### config.mk
export PLATFORM = sky130hd
export DESIGN_NAME = cla5_share_ctrl
export DESIGN_NICKNAME = d
export VERILOG_FILES = /design/src/rtl/cla5_share_ctrl.sv
export SDC_FILE = /design/constraint.sdc
export NUM_CORES = 1
export LEC_CHECK = 0
export ABC_AREA = 1
export CAP_MARGIN = 20
export CORE_ASPECT_RATIO = 1.75
export CORE_MARGIN = 3
export CORE_UTILIZATION = 40
export CTS_CLUSTER_DIAMETER = 80
export CTS_CLUSTER_SIZE = 10
export DETAILED_ROUTE_END_ITERATION = 7
export PLACE_DENSITY_LB_ADDON = 0.25
export REMOVE_ABC_BUFFERS = 1
export SLEW_MARGIN = 25
export SYNTH_ARGS = -nofsm -noshare
export SYNTH_HDL_FRONTEND = slang
export SYNTH_SLANG_ARGS = --single-unit
### constraint.sdc
create_clock -name clk -period 1.35 [get_ports clk]
set_input_delay 0.2025 -clock clk [delete_from_list [all_inputs] [get_ports clk]]
set_output_delay 0.2025 -clock clk [all_outputs]
set_load 0.02 [all_outputs]
### src/rtl/cla5_share_ctrl.sv
// Shares one external registered CLA between two requesters: round-robin grant in IDLE,
// ADD_LAT-cycle wait in EXEC, result held in RESP until the consumer takes it.
module cla5_share_ctrl #(
  parameter int WIDTH   = 5,
  parameter int ADD_LAT = 1
) (
  input  logic             clk,
  input  logic             rst_n,
  input  logic             req0_valid,
  input  logic [WIDTH-1:0] req0_a,
  input  logic [WIDTH-1:0] req0_b,
  input  logic             req0_cin,
  output logic             req0_ready,
  input  logic             req1_valid,
  input  logic [WIDTH-1:0] req1_a,
  input  logic [WIDTH-1:0] req1_b,
  input  logic             req1_cin,
  output logic             req1_ready,
  output logic [WIDTH-1:0] add_a,
  output logic [WIDTH-1:0] add_b,
  output logic             add_cin,
  input  logic [WIDTH-1:0] add_s,
  input  logic             add_cout,
  output logic             rsp_valid,
  output logic             rsp_id,
  output logic [WIDTH-1:0] rsp_sum,
  output logic             rsp_cout,
  input  logic             rsp_ready,
  output logic             busy
);

  typedef enum logic [1:0] {IDLE, EXEC, RESP} state_t;

  localparam logic [3:0] CNT_INIT = 4'(ADD_LAT - 1);

  state_t     state, state_nxt;
  logic       ptr;
  logic [3:0] cnt;
  logic       gnt_vld;
  logic       gnt_id;
  logic [1:0] req_v;

  assign req_v = {req1_valid, req0_valid};

  // Priority goes to ptr; the other requester only wins when ptr is not asking.
  always_comb begin
    state_nxt  = state;
    gnt_vld    = 1'b0;
    gnt_id     = ptr;
    req0_ready = 1'b0;
    req1_ready = 1'b0;
    case (state)
      IDLE: begin
        if (req_v[ptr]) begin
          gnt_vld = 1'b1;
          gnt_id  = ptr;
        end else if (req_v[!ptr]) begin
          gnt_vld = 1'b1;
          gnt_id  = !ptr;
        end
        req0_ready = gnt_vld & ~gnt_id;
        req1_ready = gnt_vld & gnt_id;
        if (gnt_vld) state_nxt = EXEC;
      end
      EXEC: if (cnt == 4'd0) state_nxt = RESP;
      RESP: if (rsp_ready) state_nxt = IDLE;
      default: state_nxt = IDLE;
    endcase
  end

  always_ff @(posedge clk or negedge rst_n) begin
    if (!rst_n) begin
      state    <= IDLE;
      ptr      <= 1'b0;
      cnt      <= 4'd0;
      add_a    <= '0;
      add_b    <= '0;
      add_cin  <= 1'b0;
      rsp_id   <= 1'b0;
      rsp_sum  <= '0;
      rsp_cout <= 1'b0;
    end else begin
      state <= state_nxt;
      case (state)
        IDLE: begin
          if (gnt_vld) begin
            add_a   <= gnt_id ? req1_a : req0_a;
            add_b   <= gnt_id ? req1_b : req0_b;
            add_cin <= gnt_id ? req1_cin : req0_cin;
            rsp_id  <= gnt_id;
            ptr     <= !gnt_id;
            cnt     <= CNT_INIT;
          end
        end
        EXEC: begin
          if (cnt != 4'd0) begin
            cnt <= cnt - 4'd1;
          end else begin
            rsp_sum  <= add_s;
            rsp_cout <= add_cout;
          end
        end
        default: ;
      endcase
    end
  end

  assign rsp_valid = (state == RESP);
  assign busy      = (state != IDLE);

endmodule
==> flow_summary_export.csv, run 1 <==
group,metric,value,unit
drt,via_count,1153,
global_routing,grt_pass1_wl,4820,um
clocking,ctsHoldBuffers,0,
global_routing,grt_antenna_before_repair,0,
drt,via_per_inst,4.84,
floorplan,io_pins,55,
clocking,cts_tree,"yes",
critical_path,critPathKind,"reg -> out",
synth,syn_area_per_cell,8.35,um2
critical_path,required,1.15,ns
sta,setup_ws,-0.00341,ns
drt,drc,0,
floorplan,start_util,42.9,%
synth,synth_cells,143,
finish,drive_above_1_share,19.9,%
sta,hold_viol,0,
critical_path,cp.arrival,1.15,ns
drt,wirelength,2850,um
global_routing,grt_max_degree,26,
placed_design,hpwl,2270,um
run_status,status,"complete, but fails checks",
sta,setup_viol,1,
clocking,cts-root-buf,"clkbuf_8",
clocking,cts_buffers,3,
pwr,pwr-share-comb,58.1,%
critical_path,critPathMaxFanout,5,
job,maxCapViolations,0,
drt,ant_nets,0,
synth,yosysWarnings,0,
sta,finClkSkew,0.0128,ns
clocking,htreeDepth,1,
placed_design,dp_cells,232,
pwr,pwr-share-seq,31.2,%
pwr,peakVddDrop,0.00117,V
global_routing,grt_overflow,0,
finish,area_growth,60.1,%
clocking,clockBufferDepth,2,
synth,synth-seq-cells,25,
synth,yosys.cell_types.count,20,
clocking,clk_pin_slew,0.09,ns
pwr,powerDensity,2180,nW/um2
synth,synth_edf_count,0,
clocking,clock_latency,0.27,ns
sta,period_needed,1.35,ns
finish,layout_common_cells,"nand2_1 (53), clkdlybuf4s50_1 (31), dfrtp_1 (25)",
global_routing,grt_usage,17.4,%
sta,tightest_slew,0.315,ns
drt,drt_pass1_iterations,4,
synth,seq_area_frac_synth,52.4,%
pwr,p_sw,1.80,mW
pwr,p_clk_share,10.7,%
clocking,clock-sinks,25,
floorplan,die_w,47.3,um
critical_path,crit_chain,"nor2_4 > nand3_2 > inv_2 > buf_6",
critical_path,cp_slowest_cell,"dfrtp_1",
placed_design,placed_cell_area,1840,um2
finish,antenna_cells,0,
placed_design,io_buffers,54,
worst_hold_path,hp-class,"in -> async",
pwr,internal-power,2.36,mW
synth,synth_ff_type,"dfrtp_1",
sta,rsz0062_at_grt,"true",
critical_path,end_kind,"output pin",
sta,slew_violations,0,
drt,initialDrtViolationCount,18,
sta,max-slew-margin-rel,79.0,%
synth,syn-cell-area,1190,um2
finish,final_common_cell,"nand2_1",
pwr,switching_share,43.3,%
critical_path,slowest_delay,0.42,ns
sta,setup_tns,-0.00341,ns
sta,finalCritPeriodShare,100,%
placed_design,place_ws,-0.469,ns
run_status,violations,"negative setup slack",
floorplan,core,2780,um2
pwr,power.total,4.16,mW
global_routing,grt_pass1_vias,1177,
critical_path,critPathBufInv,2,
finish,nets,246,
drt,wire_per_inst,12.0,um
synth,ys_async_sr_fraction,100,%
placed_design,globalplace.congestion,0.738,
finish,fill_cells,232,
critical_path,critical_path.top_delay_family,"flip-flops",
floorplan,dieArea,3700,um2
finish,final_area,1910,um2
floorplan,core.rowCount,25,
sta,max_freq,739,MHz
finish,stdcell_count,238,
pwr,leakagePower,0.988,nW
critical_path,worstSetupStartpointType,"register",
floorplan,fp.dieH,78.3,um
## repair_timing
action / in CTS / in global routing
resized for setup: 43 / 9
buffers inserted: 2 / 0
endpoints found under the setup margin: 22 / 13
cloned: 0 / 0
pin swaps: 2 / 2
## metrics by stage
step	hold slack, ns	util [%]
after floorplan	-0.0931	-
after global placement	0.465	65.9
after detailed placement	0.474	65.9
after CTS	0.308	67.5
after global routing	0.323	68.6
final	0.288	68.6
## power by group through the flow
stage / combinational, mW / clock [mW] / sequential, mW
3_5_place_dp: 2.45 / 0 / 1.31
4_1_cts: 2.33 / 0.451 / 1.30
2_1_floorplan: 0.955 / 0 / 1.63
5_1_grt: 2.66 / 0.485 / 1.34
6_report: 2.41 / 0.445 / 1.30
3_3_place_gp: 2.38 / 0 / 1.30
## worst paths after layout
| check | from | end | slack [ns] | depth (start not counted) |
|---|---|---|---|---|
| max | state[1] | req1_ready | -0.003 | 4 |
| min | rst_n | cnt[2] | 0.29 | 2 |
| max reg2reg | state[1] | add_a[0] | 0.09 | 6 |
| min reg2reg | rsp_cout | rsp_cout | 0.48 | 2 |
| max in group asynchronous | rst_n | add_b[0] | 0.81 | 2 |
| min in group clk | add_s[1] | rsp_sum[1] | 0.47 | 3 |
## routing by layer
metal | wire length, um | share of wire, % | GRT usage [%]
met5 | 0 | 0 | 0
met4 | 25 | 0.88 | 4.99
met3 | 243 | 8.5 | 6.42
met2 | 1580 | 55 | 30.1
met1 | 1000 | 35 | 18.5
## cells in the mapped netlist, types with 2 or more instances
master / number / share of area, %
nor2_1: 4 / 1.3
inv_1: 20 / 6.3
nand3_1: 18 / 7.5
buf_6: 2 / 1.9
nand2_1: 54 / 17
dfrtp_1: 25 / 52
o21ai_0: 2 / 0.84
o21ai_2: 6 / 4.4
## registers in the layout (all words and copies together), names as in the netlist
register	flops
add_a	5
add_b	5
add_cin	1
cnt	4
ptr	1
rsp_cout	1
rsp_id	1
rsp_sum	5
state	2
## cell families after synthesis
family,synth area share (%)
buffers and inverters,9.54
and+or+nand+nor,28.8
AOI/OAI and AO/OA,8.18
DFF,52.4
adders and majority gates,1.05
## area by class of cell
cell class / count / area (um2) / area share (%)
clock buffers: 3 / 41.3 / 2.16
inverters: 21 / 78.8 / 4.13
clock inverters: 1 / 7.51 / 0.393
multi-input cells: 93 / 494 / 25.9
flip-flops and latches: 25 / 626 / 32.7
repair buffers: 68 / 629 / 32.9
well taps: 27 / 33.8 / 1.77
No activity file was read; power rests on OpenSTA's default activity.
==> inputs of run 2 (changes only) <==
--- a/config.mk
+++ b/config.mk
@@ -14,7 +14,6 @@
 export CTS_CLUSTER_SIZE = 10
 export DETAILED_ROUTE_END_ITERATION = 7
 export PLACE_DENSITY_LB_ADDON = 0.25
-export REMOVE_ABC_BUFFERS = 1
 export SLEW_MARGIN = 25
 export SYNTH_ARGS = -nofsm -noshare
 export SYNTH_HDL_FRONTEND = slang
==> flow_summary_export.csv, run 2 (synthesis gave the netlist of run 1 again) <==
group,metric,value,unit
critical_path,reg2reg_to,"rsp_sum[1]",
finish,fill_cells,242,
sta,max_freq,706,MHz
floorplan,core.rowCount,25,
drt,wire_per_inst,13.2,um
drt,drt_pass1_iterations,4,
finish,multi_input_area,477,um2
placed_design,dp_cells,232,
drt,drc,0,
drt,via_count,1191,
finish,nets,245,
job,maxCapViolations,0,
sta,slew_violations,0,
sta,hold_viol,0,
sta,rsz0062_at_grt,"true",
sta,setup_viol,3,
global_routing,grt_pass1_vias,1234,
finish,post-route-util,67.4,%
global_routing,grt_usage,18.6,%
critical_path,cp.arrival,1.21,ns
pwr,peakVddDrop,0.00131,V
run_status,violations,"negative setup slack",
floorplan,core,2780,um2
sta,period_needed,1.42,ns
floorplan,start_util,42.9,%
floorplan,fp.dieH,78.3,um
finish,stdcell_count,237,
critical_path,critPathLaunch,"state[1]",
critical_path,cp.depth,4,
placed_design,hpwl,2510,um
critical_path,reg2reg_from,"state[1]",
clocking,clockBufferDepth,2,
finish,antenna_cells,0,
drt,ant_nets,0,
finish,reg_top3,"add_a: 5 flops, add_b: 5 flops, rsp_sum: 5 flops",
critical_path,worstSetupStartpointType,"register",
clocking,cts_buffers,3,
finish,area_growth,57.1,%
global_routing,grt_overflow,0,
pwr,leakagePower,0.978,nW
floorplan,dieArea,3700,um2
sta,max-slew-margin-rel,78.5,%
sta,finalCritPeriodShare,105,%
finish,final-seq-area,626,um2
placed_design,globalplace.congestion,0.709,
clocking,clock_latency,0.27,ns
clocking,htreeDepth,1,
floorplan,io_pins,55,
clocking,cts_tree,"yes",
clocking,ctsHoldBuffers,0,
run_status,status,"complete, but fails checks",
finish,final_common_cell,"nand2_1",
synth,syn-num-nets,177,
finish,drive_above_1_share,17.6,%
critical_path,end_kind,"output pin",
critical_path,required,1.15,ns
sta,tightest_slew,0.323,ns
global_routing,grt_pass1_wl,5030,um
pwr,powerDensity,2170,nW/um2
drt,via_per_inst,5.03,
critical_path,critPathBufInv,3,
critical_path,crit_end,"busy",
critical_path,slowest_delay,0.41,ns
global_routing,grt_max_degree,26,
clocking,clock-sinks,25,
worst_hold_path,hp-class,"in -> async",
floorplan,die_w,47.3,um
drt,initialDrtViolationCount,20,
critical_path,rrSetupSlack,0.11,ns
critical_path,cp_slowest_cell,"dfrtp_1",
sta,finClkSkew,0.00124,ns
critical_path,r2r_cells,6,
critical_path,critPathMaxFanout,4,
clocking,clk_pin_slew,0.08,ns
placed_design,io_buffers,54,
critical_path,critPathKind,"reg -> out",
finish,layout_common_cells,"nand2_1 (53), clkdlybuf4s50_1 (30), dfrtp_1 (25)",
critical_path,critical_path.top_delay_family,"flip-flops",
drt,wirelength,3130,um
critical_path,crit_chain,"nor2_4 > buf_4 > inv_1 > buf_2",
global_routing,grt_antenna_before_repair,0,
sta,setup_ws,-0.0665,ns
clocking,cts-root-buf,"clkbuf_8",
[run 2: cell type report]
| type | count | share of cell area [%] |
|---|---|---|
| clock buffers | 4 | 2.40 |
| inverters | 21 | 4.20 |
| well taps | 27 | 1.80 |
| flip-flops and latches | 25 | 33.4 |
| multi-input cells | 93 | 25.4 |
| repair buffers | 67 | 32.8 |
[run 2: worst register-to-register path, delay by kind of cell, from the launching register on]
kind | cells | cell delay (ns)
simple gates | 3 | 0.33
flops | 1 | 0.41
buf+inv | 2 | 0.35
compound gates | 1 | 0.05
[run 2: power breakdown]
group	internal (mW)	switching (mW)
clock	0.211	0.234
combinational	0.983	1.35
sequential	1.10	0.187
total	2.30	1.77
[run 2: metrics by stage]
step                power (mW)  setup slack, ns  area [um2]  TNS, ns  hold slack [ns]
finish                    4.07          -0.0665        1880   -0.147            0.289
global placement          3.67           -0.531        1820    -2.91            0.455
floorplan                 2.66            0.177        1190        0          -0.0931
CTS                       4.05          -0.0909        1850   -0.198            0.305
detailed placement        3.77           -0.601        1820    -4.24            0.467
global route              4.38           -0.113        1880   -0.306            0.331
[run 2: repair_timing]
action | 4_1_cts | 5_1_grt
cloned | 0 | 0
buffers inserted | 1 | 0
pin swaps | 2 | 1
setup endpoints to repair | 22 | 7
resized for setup | 42 | 8
[run 2: how the worst min path moves through the flow]
stage | start | cells past startpoint | end
4_1_cts | rst_n | 2 | rsp_sum[4]
6_report | rst_n | 2 | rsp_sum[4]
2_1_floorplan | rst_n | 0 | add_a[0]
3_3_place_gp | rsp_id | 2 | rsp_id
3_5_place_dp | rsp_id | 2 | rsp_id
5_1_grt | rst_n | 2 | rsp_sum[4]
[run 2: layer usage]
layer	vias up	routed length (um)	track usage (%)
met5	-	0	0
met4	0	85	8.31
met3	9	246	5.50
met2	52	1730	34.0
met1	553	1060	17.3
li1	577	-	-
